<file path="src/rtl/load_unit_if.sv">
// Load request, memory read and writeback signals of the load unit.
// slave: seen by load_unit; master: seen by the requester/memory model.
interface load_unit_if;
    logic        start;
    logic [2:0]  funct3;
    logic [31:0] daddr;
    logic [4:0]  rd_in;
    logic        mem_re;
    logic [31:0] mem_addr;
    logic        mem_rvalid;
    logic [31:0] mem_rdata;
    logic        busy;
    logic        done;
    logic [31:0] wb_data;
    logic [4:0]  wb_rd;
    logic        fault;
    logic [1:0]  fault_cause;

    modport slave (
        input  start, funct3, daddr, rd_in, mem_rvalid, mem_rdata,
        output mem_re, mem_addr, busy, done, wb_data, wb_rd, fault, fault_cause
    );

    modport master (
        output start, funct3, daddr, rd_in, mem_rvalid, mem_rdata,
        input  mem_re, mem_addr, busy, done, wb_data, wb_rd, fault, fault_cause
    );
endinterface

</file>
<file path="src/rtl/load_unit.sv">
// RV32I load unit: validates a request, issues one word read, formats the byte/half/word.
// Latency 3 cycles start->done at zero wait; start is ignored while busy (no queueing).
module load_unit #(
    parameter int unsigned TIMEOUT = 16
) (
    input  logic        clk,
    input  logic        reset,
    load_unit_if.slave  bus
);
    localparam logic [2:0] S_IDLE  = 3'd0;
    localparam logic [2:0] S_REQ   = 3'd1;
    localparam logic [2:0] S_WAIT  = 3'd2;
    localparam logic [2:0] S_DONE  = 3'd3;
    localparam logic [2:0] S_FAULT = 3'd4;

    localparam logic [7:0] TIMEOUT_CNT = 8'(TIMEOUT);

    localparam logic [1:0] C_MISALIGN = 2'b01;
    localparam logic [1:0] C_ILLEGAL  = 2'b10;
    localparam logic [1:0] C_TIMEOUT  = 2'b11;

    logic [2:0]  state_q,   state_d;
    logic [2:0]  f3_q,      f3_d;
    logic [31:0] addr_q,    addr_d;
    logic [4:0]  rd_q,      rd_d;
    logic [7:0]  cnt_q,     cnt_d;
    logic [1:0]  cause_q,   cause_d;
    logic [31:0] wb_data_q, wb_data_d;
    logic [4:0]  wb_rd_q,   wb_rd_d;

    logic        f3_legal;
    logic        misaligned;
    logic [7:0]  sel_byte;
    logic [15:0] sel_half;
    logic [31:0] fmt_data;

    always_comb begin
        f3_legal   = (bus.funct3 == 3'b000) || (bus.funct3 == 3'b001) ||
                     (bus.funct3 == 3'b010) || (bus.funct3 == 3'b100) ||
                     (bus.funct3 == 3'b101);
        misaligned = ((bus.funct3[1:0] == 2'b01) && bus.daddr[0]) ||
                     ((bus.funct3 == 3'b010) && (bus.daddr[1:0] != 2'b00));
    end

    // Little-endian lane select on the latched address; funct3[2] marks unsigned loads.
    always_comb begin
        sel_byte = bus.mem_rdata[{addr_q[1:0], 3'b000} +: 8];
        sel_half = bus.mem_rdata[{addr_q[1], 4'b0000} +: 16];
        case (f3_q[1:0])
            2'b00:   fmt_data = {{24{sel_byte[7] & ~f3_q[2]}}, sel_byte};
            2'b01:   fmt_data = {{16{sel_half[15] & ~f3_q[2]}}, sel_half};
            default: fmt_data = bus.mem_rdata;
        endcase
    end

    always_comb begin
        state_d   = state_q;
        f3_d      = f3_q;
        addr_d    = addr_q;
        rd_d      = rd_q;
        cnt_d     = cnt_q;
        cause_d   = cause_q;
        wb_data_d = wb_data_q;
        wb_rd_d   = wb_rd_q;
        case (state_q)
            S_IDLE: begin
                if (bus.start) begin
                    f3_d   = bus.funct3;
                    addr_d = bus.daddr;
                    rd_d   = bus.rd_in;
                    if (!f3_legal) begin
                        cause_d = C_ILLEGAL;
                        state_d = S_FAULT;
                    end else if (misaligned) begin
                        cause_d = C_MISALIGN;
                        state_d = S_FAULT;
                    end else begin
                        state_d = S_REQ;
                    end
                end
            end
            S_REQ: begin
                cnt_d   = 8'd0;
                state_d = S_WAIT;
            end
            S_WAIT: begin
                if (bus.mem_rvalid) begin
                    wb_data_d = fmt_data;
                    wb_rd_d   = rd_q;
                    state_d   = S_DONE;
                end else begin
                    cnt_d = cnt_q + 8'd1;
                    if (cnt_d == TIMEOUT_CNT) begin
                        cause_d = C_TIMEOUT;
                        state_d = S_FAULT;
                    end
                end
            end
            S_DONE:  state_d = S_IDLE;
            S_FAULT: state_d = S_IDLE;
            default: state_d = S_IDLE;
        endcase
    end

    always_ff @(posedge clk or negedge reset) begin
        if (!reset) begin
            state_q   <= S_IDLE;
            f3_q      <= 3'd0;
            addr_q    <= 32'd0;
            rd_q      <= 5'd0;
            cnt_q     <= 8'd0;
            cause_q   <= 2'd0;
            wb_data_q <= 32'd0;
            wb_rd_q   <= 5'd0;
        end else begin
            state_q   <= state_d;
            f3_q      <= f3_d;
            addr_q    <= addr_d;
            rd_q      <= rd_d;
            cnt_q     <= cnt_d;
            cause_q   <= cause_d;
            wb_data_q <= wb_data_d;
            wb_rd_q   <= wb_rd_d;
        end
    end

    assign bus.mem_re      = (state_q == S_REQ);
    assign bus.mem_addr    = (state_q == S_REQ) ? {addr_q[31:2], 2'b00} : 32'd0;
    assign bus.busy        = (state_q != S_IDLE);
    assign bus.done        = (state_q == S_DONE);
    assign bus.fault       = (state_q == S_FAULT);
    assign bus.fault_cause = (state_q == S_FAULT) ? cause_q : 2'b00;
    assign bus.wb_data     = wb_data_q;
    assign bus.wb_rd       = wb_rd_q;
endmodule

</file>
<file path="src/flat_wrapper.sv">
// flat-port wrapper written by rule: the top's interface ports become plain ports
module load_unit_flat 
#(
    parameter int unsigned TIMEOUT = 16
)
  (clk, reset, bus_start, bus_funct3, bus_daddr, bus_rd_in, bus_mem_rvalid, bus_mem_rdata, bus_mem_re, bus_mem_addr, bus_busy, bus_done, bus_wb_data, bus_wb_rd, bus_fault, bus_fault_cause);
  load_unit_if bus_i ();
  input  logic clk;
  input  logic reset;
  input wire logic [$bits(bus_i.start)-1:0] bus_start;
  input wire logic [$bits(bus_i.funct3)-1:0] bus_funct3;
  input wire logic [$bits(bus_i.daddr)-1:0] bus_daddr;
  input wire logic [$bits(bus_i.rd_in)-1:0] bus_rd_in;
  input wire logic [$bits(bus_i.mem_rvalid)-1:0] bus_mem_rvalid;
  input wire logic [$bits(bus_i.mem_rdata)-1:0] bus_mem_rdata;
  output wire logic [$bits(bus_i.mem_re)-1:0] bus_mem_re;
  output wire logic [$bits(bus_i.mem_addr)-1:0] bus_mem_addr;
  output wire logic [$bits(bus_i.busy)-1:0] bus_busy;
  output wire logic [$bits(bus_i.done)-1:0] bus_done;
  output wire logic [$bits(bus_i.wb_data)-1:0] bus_wb_data;
  output wire logic [$bits(bus_i.wb_rd)-1:0] bus_wb_rd;
  output wire logic [$bits(bus_i.fault)-1:0] bus_fault;
  output wire logic [$bits(bus_i.fault_cause)-1:0] bus_fault_cause;
  assign bus_i.start = bus_start;
  assign bus_i.funct3 = bus_funct3;
  assign bus_i.daddr = bus_daddr;
  assign bus_i.rd_in = bus_rd_in;
  assign bus_i.mem_rvalid = bus_mem_rvalid;
  assign bus_i.mem_rdata = bus_mem_rdata;
  assign bus_mem_re = bus_i.mem_re;
  assign bus_mem_addr = bus_i.mem_addr;
  assign bus_busy = bus_i.busy;
  assign bus_done = bus_i.done;
  assign bus_wb_data = bus_i.wb_data;
  assign bus_wb_rd = bus_i.wb_rd;
  assign bus_fault = bus_i.fault;
  assign bus_fault_cause = bus_i.fault_cause;
  load_unit #(.TIMEOUT(TIMEOUT)) u_core (.clk(clk), .reset(reset), .bus(bus_i));
endmodule
</file>
<file path="config.mk">
export PLATFORM = sky130hd
export DESIGN_NAME = load_unit_flat
export DESIGN_NICKNAME = d
export VERILOG_FILES = /design/src/rtl/load_unit_if.sv /design/src/rtl/load_unit.sv /design/src/flat_wrapper.sv
export SDC_FILE = /design/constraint.sdc
export NUM_CORES = 1
export LEC_CHECK = 0
export ABC_AREA = 1
export CORE_MARGIN = 5
export CORE_UTILIZATION = 41
export CTS_CLUSTER_DIAMETER = 30
export DETAILED_ROUTE_END_ITERATION = 12
export HOLD_SLACK_MARGIN = 0.03
export PLACE_DENSITY_LB_ADDON = 0.3
export SLEW_MARGIN = 20
export SYNTH_ARGS = -nofsm -noshare
export SYNTH_HDL_FRONTEND = slang
export SYNTH_SLANG_ARGS = --single-unit
</file>
<file path="constraint.sdc">
create_clock -name clk -period 1.6 [get_ports clk]
set_input_delay 0.16 -clock clk [delete_from_list [all_inputs] [get_ports clk]]
set_output_delay 0.16 -clock clk [all_outputs]
set_load 0.03 [all_outputs]
</file>
==> results of run 1 <==
==> worst max-delay path: stages (launching register included) <==
cell     delay (ns)
dfrtp_1        0.40
buf_6          0.12
nor3_4         0.25
inv_4          0.12
buf_16         0.19
nor2_4         0.10
buf_6          0.13
==> power by group through the flow <==
stage          sequential [mW]  clock (mW)  combinational, mW
2_1_floorplan             4.76           0               3.47
3_3_place_gp              3.93           0               6.70
3_5_place_dp              3.96           0               6.84
4_1_cts                   3.92        1.62               7.22
5_1_grt                   4.18        1.73               8.76
6_report                  4.06        1.60               8.19
==> stage by stage <==
stage | setup WS, ns | power, mW | hold slack [ns] | utilization [%]
6_report | -0.250 | 13.8 | 0.362 | 72.2
3_5_place_dp | -0.204 | 10.8 | 0.235 | 60.8
5_1_grt | -0.329 | 14.7 | 0.346 | 72.2
2_1_floorplan | 0.0266 | 8.23 | -0.136 | -
3_3_place_gp | -0.154 | 10.6 | 0.232 | 60.8
4_1_cts | -0.213 | 12.8 | 0.351 | 65.2
==> state kept, by name (all words and copies together) (netlist names) <==
signal / flops
u_core.cnt_q: 8
u_core.bus.wb_rd: 5
u_core.f3_q: 3
u_core.rd_q: 5
u_core.bus.wb_data: 32
u_core.addr_q: 32
u_core.state_q: 3
u_core.cause_q: 2
==> cell families after synthesis <==
logic type	after synthesis	share of synthesized area, %
adder cells (fa/ha/maj)	1	0.288
AND/OR/NAND/NOR	246	22.9
other	1	0.0862
flip-flops	90	51.8
buffers and inverters	98	9.44
multiplexers	2	0.489
AO/OA/AOI/OAI	126	15.0
==> area by class of cell <==
cell class                 instances  share of cell area (%)
tap                              136                    2.28
clock inverter                     6                   0.872
inverter                          70                    3.71
sequential                        90                    30.2
timing repair buffer             202                    30.5
clock buffer                      10                    1.85
multi-input combinational        377                    30.6
==> cells in the mapped netlist (2+ instances only) <==
cell type / n / share of area, %
nor2_1: 96 / 8.3
buf_4: 2 / 0.35
buf_2: 10 / 1.2
o211ai_1: 4 / 0.69
clkbuf_1: 13 / 1.1
a21oi_1: 89 / 10
dfrtp_1: 90 / 52
nor3_1: 3 / 0.35
buf_6: 3 / 0.78
nand2_1: 119 / 10
o21ai_0: 28 / 3.2
nand3_1: 17 / 2.0
inv_1: 68 / 5.9
nand4_1: 4 / 0.58
==> worst max path at each step <==
stage | startpoint | slack, ns | end | cells after the start
5_1_grt | u_core.state_q[1]$_DFFE_PN0P_ | -0.33 | bus_mem_addr[13] | 6
2_1_floorplan | u_core.state_q[0]$_DFFE_PN0P_ | 0.03 | bus_mem_addr[10] | 5
6_report | u_core.state_q[1]$_DFFE_PN0P_ | -0.25 | bus_mem_addr[13] | 6
4_1_cts | u_core.state_q[1]$_DFFE_PN0P_ | -0.21 | bus_mem_addr[16] | 6
3_3_place_gp | bus_mem_rdata[31] | -0.15 | u_core.bus.wb_data[27]$_DFFE_PN0P_ | 6
3_5_place_dp | bus_mem_rdata[31] | -0.20 | u_core.bus.wb_data[26]$_DFFE_PN0P_ | 6
==> per-layer routing <==
| metal | vias to the layer above | track usage (%) | routed length (um) |
|---|---|---|---|
| met1 | 2153 | 26.6 | 5890 |
| met3 | 42 | 6.15 | 1040 |
| met5 | - | 0 | 0 |
| met2 | 178 | 34.2 | 7800 |
| li1 | 2167 | - | - |
| met4 | 0 | 7.13 | 515 |
==> repair_timing <==
item / CTS / global route
pin swaps: 3 / 9
endpoints found under the hold margin: 90 / 0
setup endpoints to repair: 54 / 122
buffers inserted: 3 / 12
gates cloned: 2 / 7
hold buffers: 1 / 0
resized for setup: 50 / 139
==> run_results.csv, run 1 <==
group,metric,value,unit
power,internal_power,7.41,mW
placement,placed_cells_incl_taps,851,
synthesis,synth_edf_count,0,
power,vdd.ir_drop.worst,0.000974,V
route,final_routed_wirelength,15.3,mm
critical_path,critical_path_peak_fanout,11,
cts,cts_made_buffers,9,
placement,port_buffers,148,
route,avgViaCountPerCell,5.10,
layout,fin_nets,827,
critical_path,r2r-end,"u_core.bus.wb_data[7]$_DFFE_PN0P_",
floorplan,number_of_i_o_pins,151,
route,routed_wire_length_per_instance,17.1,um
placement,post_detail_place_hpwl,9.72,mm
route,drc_errors,0,
floorplan,core,10300,um2
grt,grt_util_all_layers,20.9,%
worst_hold_path,holdCritPathClass,"in2async",
power,power.static_leakage,3.65,nW
critical_path,cp.required,1.44,ns
cts,clockRootBuffer,"clkbuf_8",
layout,fill_cells,721,
grt,global_route.overflow_total,0,
sta,timing.clock.skew,0.0143,ns
placement,place_congestion,0.930,
critical_path,ff2ff_path_depth,7,
outcome,run_status,"finished, violations left",
synthesis,synth.lib_cells_used.distinct,32,
layout,synthesis_to_layout_area_growth,71.5,%
cts,clkTransAtPathRegs,0.10,ns
layout,final_design_area_no_fill,7460,um2
power,p_seq_share,29.3,%
layout,final-seq-area,2250,um2
job,drv_cap,0,
power,power.share.switching,46.4,%
cts,clock_tree_from_tritoncts,"done",
cts,clk-insertion-delay-late,0.37,ns
floorplan,die_w,113,um
layout,final_common_cell,"nand2_1",
power,power_per_cell_area,1860,nW/um2
grt,grt_antenna_before_repair,0,
power,power_switching,6.43,mW
floorplan,die-area,12800,um2
critical_path,timing.rr.start,"u_core.state_q[0]$_DFFE_PN0P_",
critical_path,reg2reg_slack,-0.23,ns
route,routed-via-count,4540,
layout,layout-drive-gt1-share,28.3,%
critical_path,crit_type,"reg2out",
floorplan,initial_core_util,42.1,%
synthesis,synth.yosys.seq_area_share,51.8,%
cts,number_of_buffers_on_the_longest_clock_path,2,
cts,numClockSinks,90,
sta,layout_setup_ws,-0.250,ns
layout,finish.cell_count_without_fillers,891,
cts,cts_htree_levels,3,
synthesis,synth-warning-count,0,
sta,maxClockFrequency,541,MHz
sta,totalNegativeSetupSlack,-11.13,ns
sta,grt_setup_unrepaired,"true",
power,power.share.clock,11.5,%
outcome,failed_checks,"setup timing",
power,comb_power_share,59.1,%
route,drt_pass1_iterations,5,
grt,grt_start_max_net_pins,91,
grt,number_of_global_route_vias_before_repair,4265,
synthesis,mean_post_synth_cell_area,7.71,um2
sta,finalSetupViolations,81,
synthesis,synth_async_sr_flop_share,100,%
layout,num_antenna_cells,0,
synthesis,synth-seq-cells,90,
sta,finalCriticalPeriod,1.85,ns
route,drt.antenna.violating_nets,0,
sta,hold_viol,0,
placement,placed_area,6280,um2
critical_path,critical_path.endpoint_type,"output port",
critical_path,worst_ep_arrival_time,1.69,ns
synthesis,postSynthCellCount,564,
floorplan,die_height,113,um
critical_path,cp-start-kind,"register",
layout,total_area_of_multi_input_combinational_cells,2280,um2
floorplan,placement_rows,37,
sta,min_period_over_period,116,%
route,drt_iter0_drc,354,
synthesis,synth_area,4350,um2
synthesis,synth_flop_cell,"dfrtp_1",
grt,grt_first_pass_wirelength,21.3,mm
sta,maxSlewViolCount,0,
layout,layout.cells.most_common_list,"116 x nand2_1, 90 x dfrtp_1, 79 x clkdlybuf4s50_1, 64 x a21oi_1, 61 x inv_1",
(Power assumes the default switching activity.)
==> inputs of run 2 (changes only) <==
ABC_AREA = default   (was 1)
CTS_CLUSTER_SIZE = 8   (was default)
==> run_results.csv, run 2 <==
group,metric,value,unit
outcome,run_status,"finished, violations left",
outcome,failed_checks,"setup timing",
critical_path,worst_ep_arrival_time,1.84,ns
synthesis,synth_async_sr_flop_share,100,%
synthesis,top_count_cell_post_synth,"dfrtp_1",
grt,grt_antenna_before_repair,0,
route,avgViaCountPerCell,5.15,
sta,finalCriticalPeriod,2.00,ns
synthesis,synth-warning-count,0,
grt,number_of_global_route_vias_before_repair,4052,
power,power_per_cell_area,1820,nW/um2
critical_path,slowest_delay,0.52,ns
synthesis,synth.yosys.seq_area_share,52.3,%
cts,cts_made_buffers,9,
sta,maxClockFrequency,501,MHz
synthesis,netlist_top_cells_count,"90 x dfrtp_1, 60 x nand2_1, 47 x mux2_2",
sta,finalSetupViolations,102,
critical_path,critical_path.endpoint_type,"output port",
layout,final_design_area_no_fill,7190,um2
sta,maxSlewViolCount,0,
worst_hold_path,holdCritPathClass,"in2async",
route,total_met3_wirelength_after_detailed_routing,872,um
critical_path,critical_path_peak_fanout,8,
floorplan,number_of_i_o_pins,151,
synthesis,synth_flop_cell,"dfrtp_1",
floorplan,core,10300,um2
route,drt.antenna.violating_nets,0,
placement,place_congestion,0.882,
synthesis,synth_edf_count,0,
placement,post_detail_place_hpwl,8.94,mm
layout,layout-drive-gt1-share,41.5,%
cts,number_of_buffers_on_the_longest_clock_path,2,
layout,fin_nets,697,
route,detail_route.wirelength.met1,5.66,mm
critical_path,reg2reg_slack,-0.19,ns
cts,clk-insertion-delay-late,0.36,ns
route,drt_pass1_iterations,4,
critical_path,slowest_stage,"or3b_4",
floorplan,die-area,12600,um2
critical_path,cp-start-kind,"register",
layout,layout.cells.most_common_list,"83 x clkdlybuf4s50_1, 83 x dfrtp_1, 57 x nand2_1, 53 x buf_4",
critical_path,ff2ff_path_depth,5,
critical_path,critical_path_cell_count,5,
grt,global_route.overflow_total,0,
route,final_routed_wirelength,13.6,mm
synthesis,synth-seq-cells,90,
layout,synthesis_to_layout_area_growth,67.1,%
route,top_layer_used,"met4",
synthesis,mean_post_synth_cell_area,10.4,um2
cts,numClockSinks,90,
sta,grt_setup_unrepaired,"true",
sta,totalNegativeSetupSlack,-16.81,ns
floorplan,placement_rows,37,
synthesis,postSynthCellCount,412,
critical_path,r2r-end,"u_core.cnt_q[2]$_DFFE_PN0P_",
critical_path,crit_type,"reg2out",
critical_path,cp.required,1.44,ns
synthesis,synth_largest_type_area_fraction,52.3,%
cts,clockRootBuffer,"clkbuf_8",
route,routed_wire_length_per_instance,17.9,um
placement,port_buffers,148,
route,wl_met2,6.97,mm
grt,grt_start_max_net_pins,42,
route,drt_iter0_drc,192,
power,power.static_leakage,3.34,nW
cts,clock_tree_from_tritoncts,"done",
critical_path,worst_path_most_repeated_cell,"buf_6",
critical_path,cp.buffers_inverters,3,
floorplan,die_height,112,um
power,vdd.ir_drop.worst,0.000787,V
sta,timing.clock.skew,0.0138,ns
critical_path,critical_path.cell_chain,"buf_6 > or3b_4 > inv_6 > and2_2 > buf_6",
synthesis,synth.lib_cells_used.distinct,49,
sta,layout_setup_ws,-0.396,ns
route,drc_errors,0,
critical_path,timing.rr.start,"u_core.state_q[2]$_DFFE_PN0P_",
route,routed-via-count,3917,
sta,hold_viol,0,
synthesis,synth_top_cells_by_area,"dfrtp_1 52%, mux2_2 12%, nand2_1 5.2%, and2_1 4.9%, o21ai_0 4.0%",
sta,min_period_over_period,125,%
job,drv_cap,0,
critical_path,timing.critical_path.max_delay_family,"simple AND/OR/NAND/NOR gates",
cts,cts_htree_levels,3,
floorplan,die_w,112,um
synthesis,synth_area,4300,um2
cts,clkTransAtPathRegs,0.10,ns
placement,placed_area,6260,um2
grt,grt_util_all_layers,20.8,%
grt,grt_first_pass_wirelength,21.0,mm
layout,num_antenna_cells,0,
synthesis,yosysTopAreaCell,"dfrtp_1",
floorplan,initial_core_util,41.9,%
[run 2: per-layer routing]
layer / global-route usage (%) / up-vias
met5: 0 / -
met1: 26.4 / 1918
met4: 4.73 / 0
met2: 35.8 / 146
met3: 5.34 / 11
li1: - / 1842
[run 2: stage by stage]
stage | std cells | setup slack [ns] | hold WS [ns] | utilization [%] | power (mW)
detailed placement | 718 | -0.183 | 0.0317 | 60.9 | 10.5
finish | 760 | -0.396 | 0.178 | 70.0 | 13.1
global placement | 718 | -0.141 | 0.0246 | 60.9 | 10.4
CTS | 749 | -0.391 | 0.166 | 67.0 | 12.7
global route | 760 | -0.458 | 0.187 | 70.0 | 13.8
floorplan | 413 | -0.164 | -0.136 | - | 8.00
[run 2: how the worst max path moves through the flow]
stage	startpoint	endpoint
after floorplan	u_core.state_q[1]$_DFFE_PN0P_	u_core.addr_q[10]$_DFFE_PN0P_
after global placement	bus_mem_rdata[31]	u_core.bus.wb_data[30]$_DFFE_PN0P_
after detailed placement	bus_mem_rdata[31]	u_core.bus.wb_data[30]$_DFFE_PN0P_
after CTS	u_core.state_q[2]$_DFFE_PN0P_	bus_mem_addr[28]
after global routing	u_core.state_q[2]$_DFFE_PN0P_	bus_mem_addr[28]
final	u_core.state_q[2]$_DFFE_PN0P_	bus_mem_addr[28]
[run 2: area by class of cell]
type	count	area, um2
clock buffers	9	124
clock inverters	6	50.0
fillers	740	3090
inverters	6	35.0
multi-input cells	290	2200
flip-flops and latches	90	2260
well taps	136	170
repair buffers	220	2320
repair inverters	3	31.3
[run 2: cells by family (layout without fill, tap and decap cells)]
group | after synthesis | in the layout | synth area share (%)
AOI/OAI and AO/OA | 86 | 86 | 11.9
DFF | 90 | 90 | 52.3
buffers and inverters | 33 | 244 | 4.07
xor gates and xnor gates | 4 | 4 | 0.814
adders and majority gates | 1 | 1 | 0.291
muxes | 49 | 49 | 13.1
and+or+nand+nor | 148 | 148 | 17.4
other | 1 | 2 | 0.0871
[run 2: timing repair]
| item | 4_1_cts | 5_1_grt |
|---|---|---|
| endpoints found under the hold margin | 90 | 0 |
| resized for setup | 93 | 77 |
| pin swaps | 40 | 27 |
| buffers inserted | 10 | 14 |
| cloned | 5 | 1 |
| setup endpoints to repair | 121 | 146 |
| hold buffers | 1 | 0 |
[run 2: power by group]
part / internal (mW) / switching [mW] / total [mW]
sequential: 3.33 / 0.709 / 4.04
clock: 0.572 / 0.834 / 1.41
combinational: 3.74 / 3.87 / 7.61
